File: src/rtl/dcache_responder.sv
// Direct-mapped, write-through, no-write-allocate data cache with 4-word lines.
// Serves pipeline loads/stores and talks to main memory over a req/ack port.
module dcache_responder #(
  parameter int IDX_BITS = 4
) (
  input  logic        clk,
  input  logic        rst,
  input  logic        mem_read,
  input  logic        mem_write,
  input  logic [31:0] adr,
  input  logic [31:0] wdata,
  output logic [31:0] rdata,
  output logic        stall,
  output logic        mm_req,
  output logic        mm_we,
  output logic [31:0] mm_adr,
  output logic [31:0] mm_wdata,
  input  logic [31:0] mm_rdata,
  input  logic        mm_ack,
  output logic [15:0] miss_count
);

  localparam int LINES = 1 << IDX_BITS;
  localparam int TAG_W = 28 - IDX_BITS;

  typedef enum logic [1:0] {
    S_IDLE  = 2'd0,
    S_FILL  = 2'd1,
    S_WRITE = 2'd2
  } state_e;

  state_e            state_q, state_d;
  logic [1:0]        wcnt_q, wcnt_d;
  logic [29:0]       lat_adr_q, lat_adr_d;
  logic [31:0]       lat_wdata_q, lat_wdata_d;
  logic [15:0]       miss_count_q, miss_count_d;
  logic [LINES-1:0]  valid_q, valid_d;
  logic [TAG_W-1:0]  tag_q [LINES];
  logic [31:0]       data_q [LINES][4];

  logic              data_we_s;
  logic [1:0]        data_off_s;
  logic [31:0]       data_wdata_s;
  logic              tag_we_s;

  logic [IDX_BITS-1:0] req_idx_s, lat_idx_s;
  logic [TAG_W-1:0]    req_tag_s, lat_tag_s;
  logic [1:0]          req_off_s, lat_off_s;
  logic                req_hit_s, lat_hit_s;
  logic                adr_unused_s;

  // lat_adr_q holds the word address (byte address bits 31:2) of the pending transfer
  assign req_idx_s    = adr[3+IDX_BITS:4];
  assign req_tag_s    = adr[31:4+IDX_BITS];
  assign req_off_s    = adr[3:2];
  assign lat_idx_s    = lat_adr_q[1+IDX_BITS:2];
  assign lat_tag_s    = lat_adr_q[29:2+IDX_BITS];
  assign lat_off_s    = lat_adr_q[1:0];
  assign adr_unused_s = ^adr[1:0];

  assign req_hit_s  = valid_q[req_idx_s] && (tag_q[req_idx_s] == req_tag_s);
  assign lat_hit_s  = valid_q[lat_idx_s] && (tag_q[lat_idx_s] == lat_tag_s);
  assign rdata      = data_q[req_idx_s][req_off_s];
  assign miss_count = miss_count_q;

  // Next-state, array write controls and memory-port decode
  always_comb begin
    state_d      = state_q;
    wcnt_d       = wcnt_q;
    lat_adr_d    = lat_adr_q;
    lat_wdata_d  = lat_wdata_q;
    miss_count_d = miss_count_q;
    valid_d      = valid_q;
    data_we_s    = 1'b0;
    data_off_s   = wcnt_q;
    data_wdata_s = mm_rdata;
    tag_we_s     = 1'b0;
    stall        = 1'b0;
    mm_req       = 1'b0;
    mm_we        = 1'b0;
    mm_adr       = 32'h0000_0000;
    mm_wdata     = 32'h0000_0000;

    case (state_q)
      S_IDLE: begin
        if (mem_write) begin
          stall       = 1'b1;
          lat_adr_d   = adr[31:2];
          lat_wdata_d = wdata;
          state_d     = S_WRITE;
        end else if (mem_read && !req_hit_s) begin
          // Drop the victim line now so a partial fill is never seen as valid
          stall                = 1'b1;
          lat_adr_d            = adr[31:2];
          wcnt_d               = 2'd0;
          miss_count_d         = miss_count_q + 16'd1;
          valid_d[req_idx_s]   = 1'b0;
          state_d              = S_FILL;
        end else begin
          stall = 1'b0;
        end
      end

      S_FILL: begin
        stall  = 1'b1;
        mm_req = 1'b1;
        mm_adr = {lat_adr_q[29:2], wcnt_q, 2'b00};
        if (mm_ack) begin
          data_we_s = 1'b1;
          wcnt_d    = wcnt_q + 2'd1;
          if (wcnt_q == 2'd3) begin
            valid_d[lat_idx_s] = 1'b1;
            tag_we_s           = 1'b1;
            state_d            = S_IDLE;
          end else begin
            state_d = S_FILL;
          end
        end else begin
          wcnt_d = wcnt_q;
        end
      end

      S_WRITE: begin
        stall    = ~mm_ack;
        mm_req   = 1'b1;
        mm_we    = 1'b1;
        mm_adr   = {lat_adr_q, 2'b00};
        mm_wdata = lat_wdata_q;
        if (mm_ack) begin
          data_we_s    = lat_hit_s;
          data_off_s   = lat_off_s;
          data_wdata_s = lat_wdata_q;
          state_d      = S_IDLE;
        end else begin
          state_d = S_WRITE;
        end
      end

      default: begin
        state_d = S_IDLE;
      end
    endcase
  end

  // Control state register with synchronous reset
  always_ff @(posedge clk) begin
    if (rst) begin
      state_q      <= S_IDLE;
      wcnt_q       <= 2'd0;
      lat_adr_q    <= 30'd0;
      lat_wdata_q  <= 32'h0000_0000;
      miss_count_q <= 16'd0;
      valid_q      <= {LINES{1'b0}};
    end else begin
      state_q      <= state_d;
      wcnt_q       <= wcnt_d;
      lat_adr_q    <= lat_adr_d;
      lat_wdata_q  <= lat_wdata_d;
      miss_count_q <= miss_count_d;
      valid_q      <= valid_d;
    end
  end

  // Tag and data arrays: not reset, writes suppressed while reset is asserted
  always_ff @(posedge clk) begin
    if (!rst && data_we_s) begin
      data_q[lat_idx_s][data_off_s] <= data_wdata_s;
    end
    if (!rst && tag_we_s) begin
      tag_q[lat_idx_s] <= lat_tag_s;
    end
  end

endmodule
File: config.mk
export PLATFORM = sky130hd
export DESIGN_NAME = dcache_responder
export DESIGN_NICKNAME = d
export VERILOG_FILES = /design/src/rtl/dcache_responder.sv
export SDC_FILE = /design/constraint.sdc
export NUM_CORES = 2
export LEC_CHECK = 0
export ABC_AREA = 1
export CAP_MARGIN = 20
export CORE_ASPECT_RATIO = 2
export CORE_MARGIN = 5
export CORE_UTILIZATION = 36
export DETAILED_ROUTE_END_ITERATION = 16
export PLACE_DENSITY = 0.59
export SYNTH_ARGS = -nofsm -noshare
export SYNTH_HDL_FRONTEND = slang
export SYNTH_SLANG_ARGS = --single-unit
File: constraint.sdc
create_clock -name clk -period 5.1 [get_ports clk]
set_clock_uncertainty 0.15 [all_clocks]
set_input_delay 0.51 -clock clk [delete_from_list [all_inputs] [get_ports clk]]
set_output_delay 0.51 -clock clk [all_outputs]
set_load 0.05 [all_outputs]
**Word-level counts from Yosys, hierarchy flattened**

Memory sizes are Yosys's and may differ from the RTL's. A register that Yosys moved wholly into a read port is not among the register bits.
Index checks and enable logic that the tools add are counted.

- Bits in registers: 98
- Latch bits: 0
- Memory bits (writable): 2432
- Bits in read-only memories: 0
- Bits of input ports: 101
- Output and inout port bits: 115
- Logic and storage cells: 107
- Memories kept: 2

Memory list:

| name | words | bits a word | read ports | clocked after memory_dff | wr ports | RTL line | RTL |
|---|---|---|---|---|---|---|---|
| data_q | 16 | 128 | 1 | 0 | 1 | 39 | `logic [31:0] data_q [LINES][4];` |
| tag_q | 16 | 24 | 2 | 1 | 1 | 38 | `logic [TAG_W-1:0] tag_q [LINES];` |

- $add $sub $neg: 2
- $mul: 0
- Divide/modulo/power cells: 0
- Order comparisons: 7
- Equal/unequal tests: 10
- Shifts and indexed selects: 0
- Multiplexer cells: 53
- Bitwise operators: 7
- Reduce and logical (&&, ||, !) cells: 20

Operators with widths:

| operator | number |
|---|---|
| $mux 32 | 6 |
| $mux 128 | 1 |
| $bmux 32 s2 | 1 |
| $demux 32 s2 | 1 |
| $mux 16 | 4 |
| $pmux 32 s2 | 1 |
| $mux 30 | 2 |
| $eq 24x24->1 | 2 |
| $pmux 16 s2 | 1 |
| $mux 2 | 9 |
| $mux 1 | 17 |
| $add 16x1->16 const B | 1 |
| $and 16x16->16 | 1 |
| $not 16->16 | 1 |
| $or 16x16->16 | 1 |
| $lt 4x5->1 const B | 2 |
| $bmux 1 s4 | 2 |
| $demux 1 s4 | 2 |
| $ge 4x1->1 const B | 2 |
| $logic_and 1x1->1 | 8 |
| $mux 4 | 2 |
| $ne 2x2->1 const B | 4 |
| $ge 3x3->1 const B | 2 |
| $not 2->3 | 2 |
| other kinds (18) | 24 |

**Longest topological paths before layout**

- Depth in word-level cells: 9
- Depth in mapped cells: 24
- Depth with buffers taken out: 22

**Worst setup path before layout**

Ideal clock, no wire load.

- Kind: reg2reg
- Start point: register state_q[0]
- End point: memory data_q[0][100] (netlist name), enable pin
- Library setup time: 0.421 ns
- Arrival time: 3.924 ns
- Required time: 4.529 ns
- Slack: 0.605 ns
- Stages on the path, launching flop included: 17
- Buffers on the path: 2
- Clock period less this slack: 4.495 ns
- Path through: dfxtp_1 inv_1 ha_1 buf_2 nand2_1 inv_1 nand2_1 nor2_1 o21ai_0 inv_1 nand2_1 nor2_1 nand3_1 o21ai_4 nand3_4 buf_6 nor2_1

- Word-level cells in the longest chain between the ends: 8
- Elaborated cells between the ends (all ways): 13
- Those cells by class: 2 x order compare; 2 x eq/ne; 6 x mux; 1 x bitwise; 2 x reduce/logical

Ends and longest elaborated chain:

| what | RTL line | RTL |
|---|---|---|
| from (decl) | 32 | `state_e state_q, state_d;` |
| from (signal assigned) | 155 | `state_q <= state_d;` |
| $eq 2x2->1 | 84 | `case (state_q)` |
| $mux 2 | 84 |  |
| $not 2->3 (not written as such) | 167 | `data_q[lat_idx_s][data_off_s] <= data_wdata_s;` |
| $ge 3x3->1 (not written as such) or $lt 3x1->1 (tied branches) | 167 |  |
| $logic_and 1x1->1 (not written as such) | 167 |  |
| $mux 32 (not written as such) | 167 |  |
| $demux 32 s2 | 167 |  |
| $mux 128 (not written as such) * | 167 |  |
| to (decl) | 39 |  |

Mark *: on every way between the ends. The rest lies on a longest branch, timed or not.

**Worst setup path after layout**

- Start point: input adr[6]
- End point: output rdata[8]

- Word-level cells in the longest chain between the ends: 4

Ends and longest elaborated chain:

| what | RTL line | RTL |
|---|---|---|
| from (decl) | 10 | `input logic [31:0] adr,` |
| $mem_v2 16x128 | - |  |
| $bmux 32 s2 | 63 | `assign rdata = data_q[req_idx_s][req_off_s];` |
| $mux 32 (not written as such) (2 in series) | 63 |  |
| to (decl) | 12 | `output logic [31:0] rdata,` |

No other way between the ends. The select of a mux whose other input is x is not followed.

==> impl_metrics.toml <==
[run_status]
run_status = "finished, final reports clean"

[floorplan]
start_util = 0.361
die-area_um2 = 291000
die_height_um = 758
rows = 274
die_width_um = 384
core-area_um2 = 279000
pin_count = 216

[sta]
tightest_slew_ns = 1.07
final.min_clock_period_ns = 5.03
final_max_slew_viol_count = 0
fin_setup_tns_ns = 0
hold_viol = 0
fin_crit_sh = 0.986
rsz0062_at_grt = "false"
setup_violations = 0
relSlewSlack = 0.289
setup_ws_ns = 0.0727
max_freq_mhz = 199

[clock_network]
htree_levels = 4
ctsResizeCount = 0
cts_tree = "done"
clockBufferDepth = 4
cts_root_buffer = "clkbuf_16"
cts.sinks = 2534
cts_setup_buffers = 0
insertion_delay_ns = 0.91
clk_pin_slew_worst_paths_ns = 0.07
cts_hold_buffers = 0
numCtsBuffers = 210

[synth]
synth_top_area_share = 0.725
synth_top_area_cell = "edfxtp_1"
synth_cell_types = 53
synthTopCellsByArea = "edfxtp_1, a22oi_1, nand2_1"
ys_seq_area_frac = 0.745
synth-main-ff-cell = "edfxtp_1"
postSynthCellCount = 7609
yosys-top-cells-count = "edfxtp_1, nand2_1, a22oi_1, nor2_1, a21oi_1"
post-synth-top-count-cell = "edfxtp_1"
synth_area_um2 = 101000
syn_avg_cell_area_um2 = 13.2
yosysWarnings = 0
synth_edf_count = 2432
ys_ff_latch = 2534
async_flop_share = 0

[drt]
num_vias = 68500
totalWireLength_mm = 344
wl_per_cell_um = 29.1
route.detailed.drc = 0
dr.pass1.iters = 8
vias_per_cell = 5.80
drtIter0Drc = 7817
antenna_left = 0

[global_routing]
grt_pass1_vias = 68300
grt_max_degree = 145
grt_pass1_wl_mm = 484
antenna_found_initial = 3
overflow = 0
track_usage = 0.229

[placed_design]
dp_hpwl_mm = 207
portBuffers = 211
gp_congestion = 0.882
pre_cts_ws_ns = 0.196

[worst_setup_path]
worstPathMaxFanout = 47
startpoint_type = "input port"
end_kind = "primary output"
worstPathArrival_ns = 4.37
required_ns = 4.44
worstSetupPathType = "input port to primary output"

[job]
cap_violations = 0

[pwr]
powerDensity_nw_per_um2 = 394
power_leakage_nw = 38.7
vdd_drop_max_uv = 344

[cells_and_area]
fillCellCount = 25100
syn_to_final_growth_pct = 16.5
drive_gt1_frac = 0.104
nets = 8016

[hold_path]
hp-class = "input port to flop"
[routing by layer]
metal | vias up | global-route usage | routed length (um)
met5 | - | 0 | 0
met4 | 0 | 0.144 | 26400
met3 | 1033 | 0.0342 | 26700
met2 | 3766 | 0.412 | 177000
met1 | 34600 | 0.251 | 114000
li1 | 29100 | - | -
[layout make-up]
class	count	area [um2]	area share
timing repair buffer	582	6860	0.0584
inverter	224	872	0.00743
clock buffer	260	5530	0.0472
clock inverter	114	1040	0.00883
sequential	2534	75100	0.640
multi-input combinational	4357	23300	0.199
antenna	6	15.0	0.000128
tap	3726	4660	0.0397
[worst max-delay path, stage by stage]
cell and delay, ns:
clkdlybuf4s50_1 0.68, nor2_4 0.23, buf_4 0.23, inv_6 0.53, a21oi_1 0.12, nor4_1 0.74
buf_4 0.26, a21oi_1 0.07, o41ai_1 0.21, o21ai_0 0.26, buf_4 0.24, buf_12 0.15
[cell usage in the layout (no fill, tap or decap), types with 174 or more instances in the layout]
master,Yosys,routed
clkdlybuf4s50_1,0,174
a22oi_1,960,960
a21oi_1,530,530
inv_1,214,211
nand2_1,1430,1396
buf_4,12,242
clkbuf_16,0,211
o21ai_0,318,318
nor2_1,577,496
edfxtp_1,2432,2432
[sequential cells by signal, summed over array words and instances, names as in the netlist, named ones only]
name / flops
data_q: 2048
miss_count: 16
lat_adr_q: 30
valid_q: 16
tag_q: 384
state_q: 2
lat_wdata_q: 32
wcnt_q: 2
[final timing paths]
check                                 from  slack [ns]        endpoint  depth (start not counted)
worst min-delay path              wdata[9]        0.08  lat_wdata_q[9]                          3
worst max register to register        flop        0.35  data_q[10][79]                         16
worst max-delay path                adr[6]        0.07        rdata[8]                         12
worst min register to register  valid_q[5]        0.34      valid_q[5]                          2
[where the power goes]
group	switching (mW)	internal, mW	leakage [nW]	total (mW)
Clock	7.41	8.60	3.22	16.0
Sequential	0.365	23.7	22.8	24.0
Combinational	4.56	1.68	12.7	6.23
Total	12.3	33.9	38.7	46.3
[cells by family after synthesis]
group | Yosys count | synth area share
AO/OA/AOI/OAI | 2056 | 0.131
flip-flops | 2534 | 0.745
buffers and inverters | 719 | 0.0308
XOR/XNOR | 16 | 0.00139
other | 1 | 0.0000372
AND/OR/NAND/NOR | 2277 | 0.0909
adder cells (fa/ha/maj) | 6 | 0.000745
[per-stage QoR]
step                      std cells  hold slack, ns  instance area (um2)  total power [mW]  utilization
final                         11800          0.0770               117000              46.3        0.421
after global placement        11400           0.319               111000              30.5        0.397
after global routing          11800           0.105               117000              47.7        0.421
after floorplan                7610           0.302               101000              27.8            -
after CTS                     11800          0.0283               117000              46.4        0.421
after detailed placement      11400           0.327               111000              30.6        0.397
Note: power is estimated with default switching activity, not from simulation.
